## src/rtl/exe_sequencer.sv

```systemverilog
// Execute-stage sequencer: runs scalar ops in one cycle and vector ops LANES
// elements per cycle over ELEMS/LANES cycles, with flush and back-to-back issue.
module exe_sequencer #(
  parameter int ELEMS = 8,
  parameter int LANES = 2,
  parameter int DW    = 8
) (
  input  logic                clk_i,
  input  logic                rst_i,
  input  logic                Start_i,
  input  logic                Flush_i,
  input  logic [1:0]          OpType_i,
  input  logic [1:0]          ALUControl_i,
  input  logic [ELEMS*DW-1:0] VecA_i,
  input  logic [ELEMS*DW-1:0] VecB_i,
  input  logic [DW-1:0]       ScalarA_i,
  input  logic [DW-1:0]       ScalarB_i,
  output logic [ELEMS*DW-1:0] Result_o,
  output logic                Result_Valid_o,
  output logic                Zero_o,
  output logic                Exe_Finished_o
);

  localparam int GROUPS = ELEMS / LANES;
  localparam int CW     = (GROUPS > 1) ? $clog2(GROUPS) : 1;
  localparam logic [CW-1:0] LAST = CW'(GROUPS - 1);
  localparam logic [DW:0]   DW_V = (DW + 1)'(DW);

  typedef enum logic [1:0] {IDLE, RUN, DONE} state_t;

  state_t              state, state_n;
  logic [CW-1:0]       cnt, cnt_n;
  logic [1:0]          op_l, alu_l;
  logic [ELEMS*DW-1:0] veca_l, vecb_l;
  logic [DW-1:0]       sb_l;
  logic [ELEMS*DW-1:0] run_res;
  logic [DW-1:0]       scalar_f;
  logic                accept;

  // Shift amounts use the whole B value, so anything >= DW clears the element.
  function automatic logic [DW-1:0] alu_f(input logic [DW-1:0] a,
                                          input logic [DW-1:0] b,
                                          input logic [1:0]    ctl);
    logic big;
    big = ({1'b0, b} >= DW_V);
    case (ctl)
      2'b00:   return a + b;
      2'b01:   return a - b;
      2'b10:   return big ? '0 : (a >> b);
      default: return big ? '0 : (a << b);
    endcase
  endfunction

  assign accept         = Start_i && !Flush_i && (state != RUN);
  assign scalar_f       = alu_f(ScalarA_i, ScalarB_i, ALUControl_i);
  assign Result_Valid_o = (state == DONE);
  assign Exe_Finished_o = (state != RUN);

  always_comb begin
    run_res = Result_o;
    for (int l = 0; l < LANES; l++) begin
      run_res[(int'(cnt) * LANES + l) * DW +: DW] =
        alu_f(veca_l[(int'(cnt) * LANES + l) * DW +: DW],
              (op_l == 2'b10) ? sb_l : vecb_l[(int'(cnt) * LANES + l) * DW +: DW],
              alu_l);
    end
  end

  always_comb begin
    state_n = state;
    cnt_n   = cnt;
    if (Flush_i) begin
      state_n = IDLE;
      cnt_n   = '0;
    end else begin
      case (state)
        IDLE, DONE: begin
          if (Start_i) begin
            state_n = OpType_i[1] ? RUN : DONE;
            cnt_n   = '0;
          end else begin
            state_n = IDLE;
          end
        end
        RUN: begin
          if (cnt == LAST) begin
            state_n = DONE;
            cnt_n   = '0;
          end else begin
            cnt_n = cnt + CW'(1);
          end
        end
        default: state_n = IDLE;
      endcase
    end
  end

  always_ff @(posedge clk_i or posedge rst_i) begin
    if (rst_i) begin
      state <= IDLE;
      cnt   <= '0;
    end else begin
      state <= state_n;
      cnt   <= cnt_n;
    end
  end

  always_ff @(posedge clk_i or posedge rst_i) begin
    if (rst_i) begin
      Result_o <= '0;
      Zero_o   <= 1'b0;
    end else if (accept && !OpType_i[1]) begin
      Result_o <= (ELEMS * DW)'(scalar_f);
      Zero_o   <= (scalar_f == '0);
    end else if (state == RUN && !Flush_i) begin
      Result_o <= run_res;
    end
  end

  // Operand capture needs no reset: it is only read after an accept.
  always_ff @(posedge clk_i) begin
    if (accept) begin
      op_l   <= OpType_i;
      alu_l  <= ALUControl_i;
      veca_l <= VecA_i;
      vecb_l <= VecB_i;
      sb_l   <= ScalarB_i;
    end
  end

endmodule

```

## config.mk

```make
export PLATFORM = sky130hd
export DESIGN_NAME = exe_sequencer
export DESIGN_NICKNAME = d
export VERILOG_FILES = /design/src/rtl/exe_sequencer.sv
export SDC_FILE = /design/constraint.sdc
export NUM_CORES = 1
export LEC_CHECK = 0
export ABC_CLOCK_PERIOD_IN_PS = 10500
export CAP_MARGIN = 5
export CORE_MARGIN = 2
export CORE_UTILIZATION = 55
export CTS_CLUSTER_DIAMETER = 200
export DETAILED_ROUTE_END_ITERATION = 16
export HOLD_SLACK_MARGIN = 0.06
export PLACE_DENSITY = 0.83
export SYNTH_ARGS = -nofsm -noshare
export SYNTH_HDL_FRONTEND = slang
export SYNTH_SLANG_ARGS = --single-unit
```

## constraint.sdc

```tcl
create_clock -name clk_i -period 10.5 [get_ports clk_i]
set_input_delay 2.1 -clock clk_i [delete_from_list [all_inputs] [get_ports clk_i]]
set_output_delay 2.1 -clock clk_i [all_outputs]
set_load 0.05 [all_outputs]
```

==> impl_metrics.json <==
{
  "status": "complete, no violations",
  "fmax_mhz": 174,
  "rsz0062_at_grt": "false",
  "post_cts_resized": 0,
  "setup_ws_ns": 4.77,
  "seqCellArea_um2": 5940,
  "die_area_um2": 21700,
  "startpoint": "ScalarB_i[1]",
  "tns_ns": 0,
  "wire_per_inst_um": 21.2,
  "period_share_pct": 54.6,
  "yosys_most_used_dff": "edfxtp_1",
  "dp_hpwl_um": 22500,
  "grt_pass1_vias": 8778,
  "relSlewSlack_pct": 14.3,
  "yosysUniqueCellTypes": 83,
  "synthArstFlopShare_pct": 33.0,
  "n_fill_cell": 1407,
  "avgSynthCellArea_um2": 11.8,
  "area_growth_pct": 26.2,
  "power.leakage_nw": 5.24,
  "grt_usage_pct": 28.0,
  "fin_crit_ns": 5.73,
  "hold_buffers": 0,
  "hold_violations": 0,
  "drive_gt1_share_pct": 8.05,
  "clock_latency_ns": 0.50,
  "cts_root_buf": "clkbuf_16",
  "syn_nets": 1138,
  "synth_warnings": 0,
  "place_ws_ns": 4.27,
  "arrival_ns": 6.12,
  "placementRows": 52,
  "vdd_ir_drop_max_v": 0.000149,
  "worstSetupStartpointType": "input pin",
  "overflow": 0,
  "core_area_um2": 20200,
  "synth_top_cell_area_share_pct": 37.3,
  "htreeDepth": 1,
  "drtIter0Drc": 805,
  "postSynthCellCount": 952,
  "critPathKind": "in -> reg",
  "synth_seq_cells": 209,
  "cp-end-kind": "flip-flop",
  "synth_top_family_by_area": "compound AO/OA/AOI/OAI gates",
  "synthTopCellsByArea": "edfxtp_1 (37%), dfrtp_1 (15%), mux4_2 (4.8%)",
  "numCtsBuffers": 21,
  "grt_max_degree": 74,
  "synth_top_cells_by_count": "edfxtp_1 (140), nand2_1 (81), dfrtp_1 (69)",
  "die_width_um": 147,
  "antenna_found_initial": 0,
  "n_antenna_cell": 0,
  "initial_core_util_pct": 55.9,
  "synth_edf_count": 140,
  "synth_compound_area_share_pct": 15.9,
  "io_buffer_count": 218,
  "finalMaxSlewViolations": 0,
  "post-cts-setup-buffers": 0,
  "finalNonFillerCells": 1437,
  "final_util_pct": 70.5,
  "cap_viol_max_count": 0,
  "cts_tree": "done",
  "multi_input_area_um2": 5000,
  "synthMuxAreaShare_pct": 8.99,
  "synth_simple_gate_area_share_pct": 13.1,
  "ioPinCount": 219,
  "routed_wirelength_um": 30500,
  "tightest_slew_ns": 1.29,
  "crit_path_max_fanout": 25,
  "dieHeight_um": 147,
  "fin_worst_skew_ns": 0.0102,
  "crit_required_ns": 10.89,
  "clkSlewWorstSetupHoldPaths_ns": 0.06,
  "synth.most_common_cell": "edfxtp_1",
  "firstDrtPassIters": 7,
  "setup_violations": 0,
  "synth_area_um2": 11300,
  "grt_pass1_wl_um": 47700,
  "synthAdderAreaFrac_pct": 3.97,
  "nets": 1340,
  "clock_path_buffers": 3,
  "place_area_um2": 13600,
  "fin_area_um2": 14200,
  "vias": 8986,
  "avgViaCountPerCell": 6.25,
  "place_inst": 1401,
  "power_density_nw_per_um2": 148,
  "hold_path_class": "reg -> reg",
  "r2r_start": "cnt[0]",
  "synth-xor-area-share_pct": 2.33,
  "synth_top_area_cell": "edfxtp_1",
  "route.detailed.drc": 0,
  "gp_congestion": 0.947,
  "cts_sinks": 209,
  "antenna_left": 0,
  "ys_seq_area_share_pct": 52.6,
  "min_from": "Result_o[46]"
}
cell usage in the layout (no fill, tap or decap), types with 17 or more instances in the layout:
master           synthesis  final
a21oi_1                 40     40
a22o_1                  42     42
clkbuf_16                0     21
clkdlybuf4s50_1          0    218
dfrtp_1                 69     67
edfxtp_1               140    140
ha_1                    31     31
inv_1                   26     25
mux2i_1                 38     38
mux4_2                  24     24
nand2_1                 81     81
nand3_1                 17     17
nor2_1                  56     56
nor3_1                  37     37
o21ai_0                 37     37
xnor2_1                 20     20
power breakdown:
part | internal (mW) | switching [mW]
registers | 0.928 | 0.0255
clock network | 0.377 | 0.294
logic | 0.200 | 0.283
total | 1.50 | 0.603
worst max-delay path: stages:
cell	delay (ns)
clkdlybuf4s50_1	1.04
inv_1	0.22
ha_1	0.32
mux2_2	0.29
fa_1	0.40
nor2b_1	0.17
o21ai_0	0.13
a21oi_1	0.21
nor3_1	0.07
or3_1	0.40
or4_1	0.41
o41ai_1	0.36
final timing paths:
kind,to,slack [ns],cells after the start
setup / recovery,Zero_o,4.77,12
hold / removal,Result_o[46],0.48,2
setup reg to reg,Result_o[47],5.34,18
hold reg to reg,Result_o[46],0.48,2
max in group asynchronous,cnt[0],7.71,3
min in group asynchronous,Result_o[40],2.18,3
kinds of logic (layout without fill, tap and decap cells):
logic type | Yosys count | after routing
compound gates | 247 | 247
xor+xnor | 30 | 30
fa+ha+maj | 34 | 34
buf+inv | 76 | 291
flops | 209 | 209
mux | 70 | 70
simple gates | 286 | 286
metal layers:
| layer | GRT usage [%] | up-vias | wire length, um |
|---|---|---|---|
| li1 | - | 4102 | - |
| met1 | 39.8 | 4306 | 12800 |
| met2 | 44.6 | 502 | 14100 |
| met3 | 4.91 | 76 | 2800 |
| met4 | 8.56 | 0 | 841 |
| met5 | 0 | - | 0 |
final cells by class:
| class | instances | share of cell area, % |
|---|---|---|
| Sequential cell | 209 | 41.7 |
| Multi-Input combinational cell | 667 | 35.2 |
| Timing Repair Buffer | 226 | 15.8 |
| Clock buffer | 31 | 4.03 |
| Tap cell | 270 | 2.37 |
| Inverter | 29 | 0.765 |
| Clock inverter | 5 | 0.193 |
registers in the layout, summed over array words and instances (netlist names):
register  count
cnt           2
vecb_l       64
sb_l          8
veca_l       64
alu_l         2
Zero_o        1
state         2
op_l          2
Result_o     64
metrics by stage:
step	hold slack (ns)	power (mW)
5_1_grt	0.521	2.19
3_3_place_gp	0.465	1.44
6_report	0.481	2.11
3_5_place_dp	0.473	1.44
2_1_floorplan	0.629	1.27
4_1_cts	0.486	2.12
No activity file was read; power rests on OpenSTA's default activity.
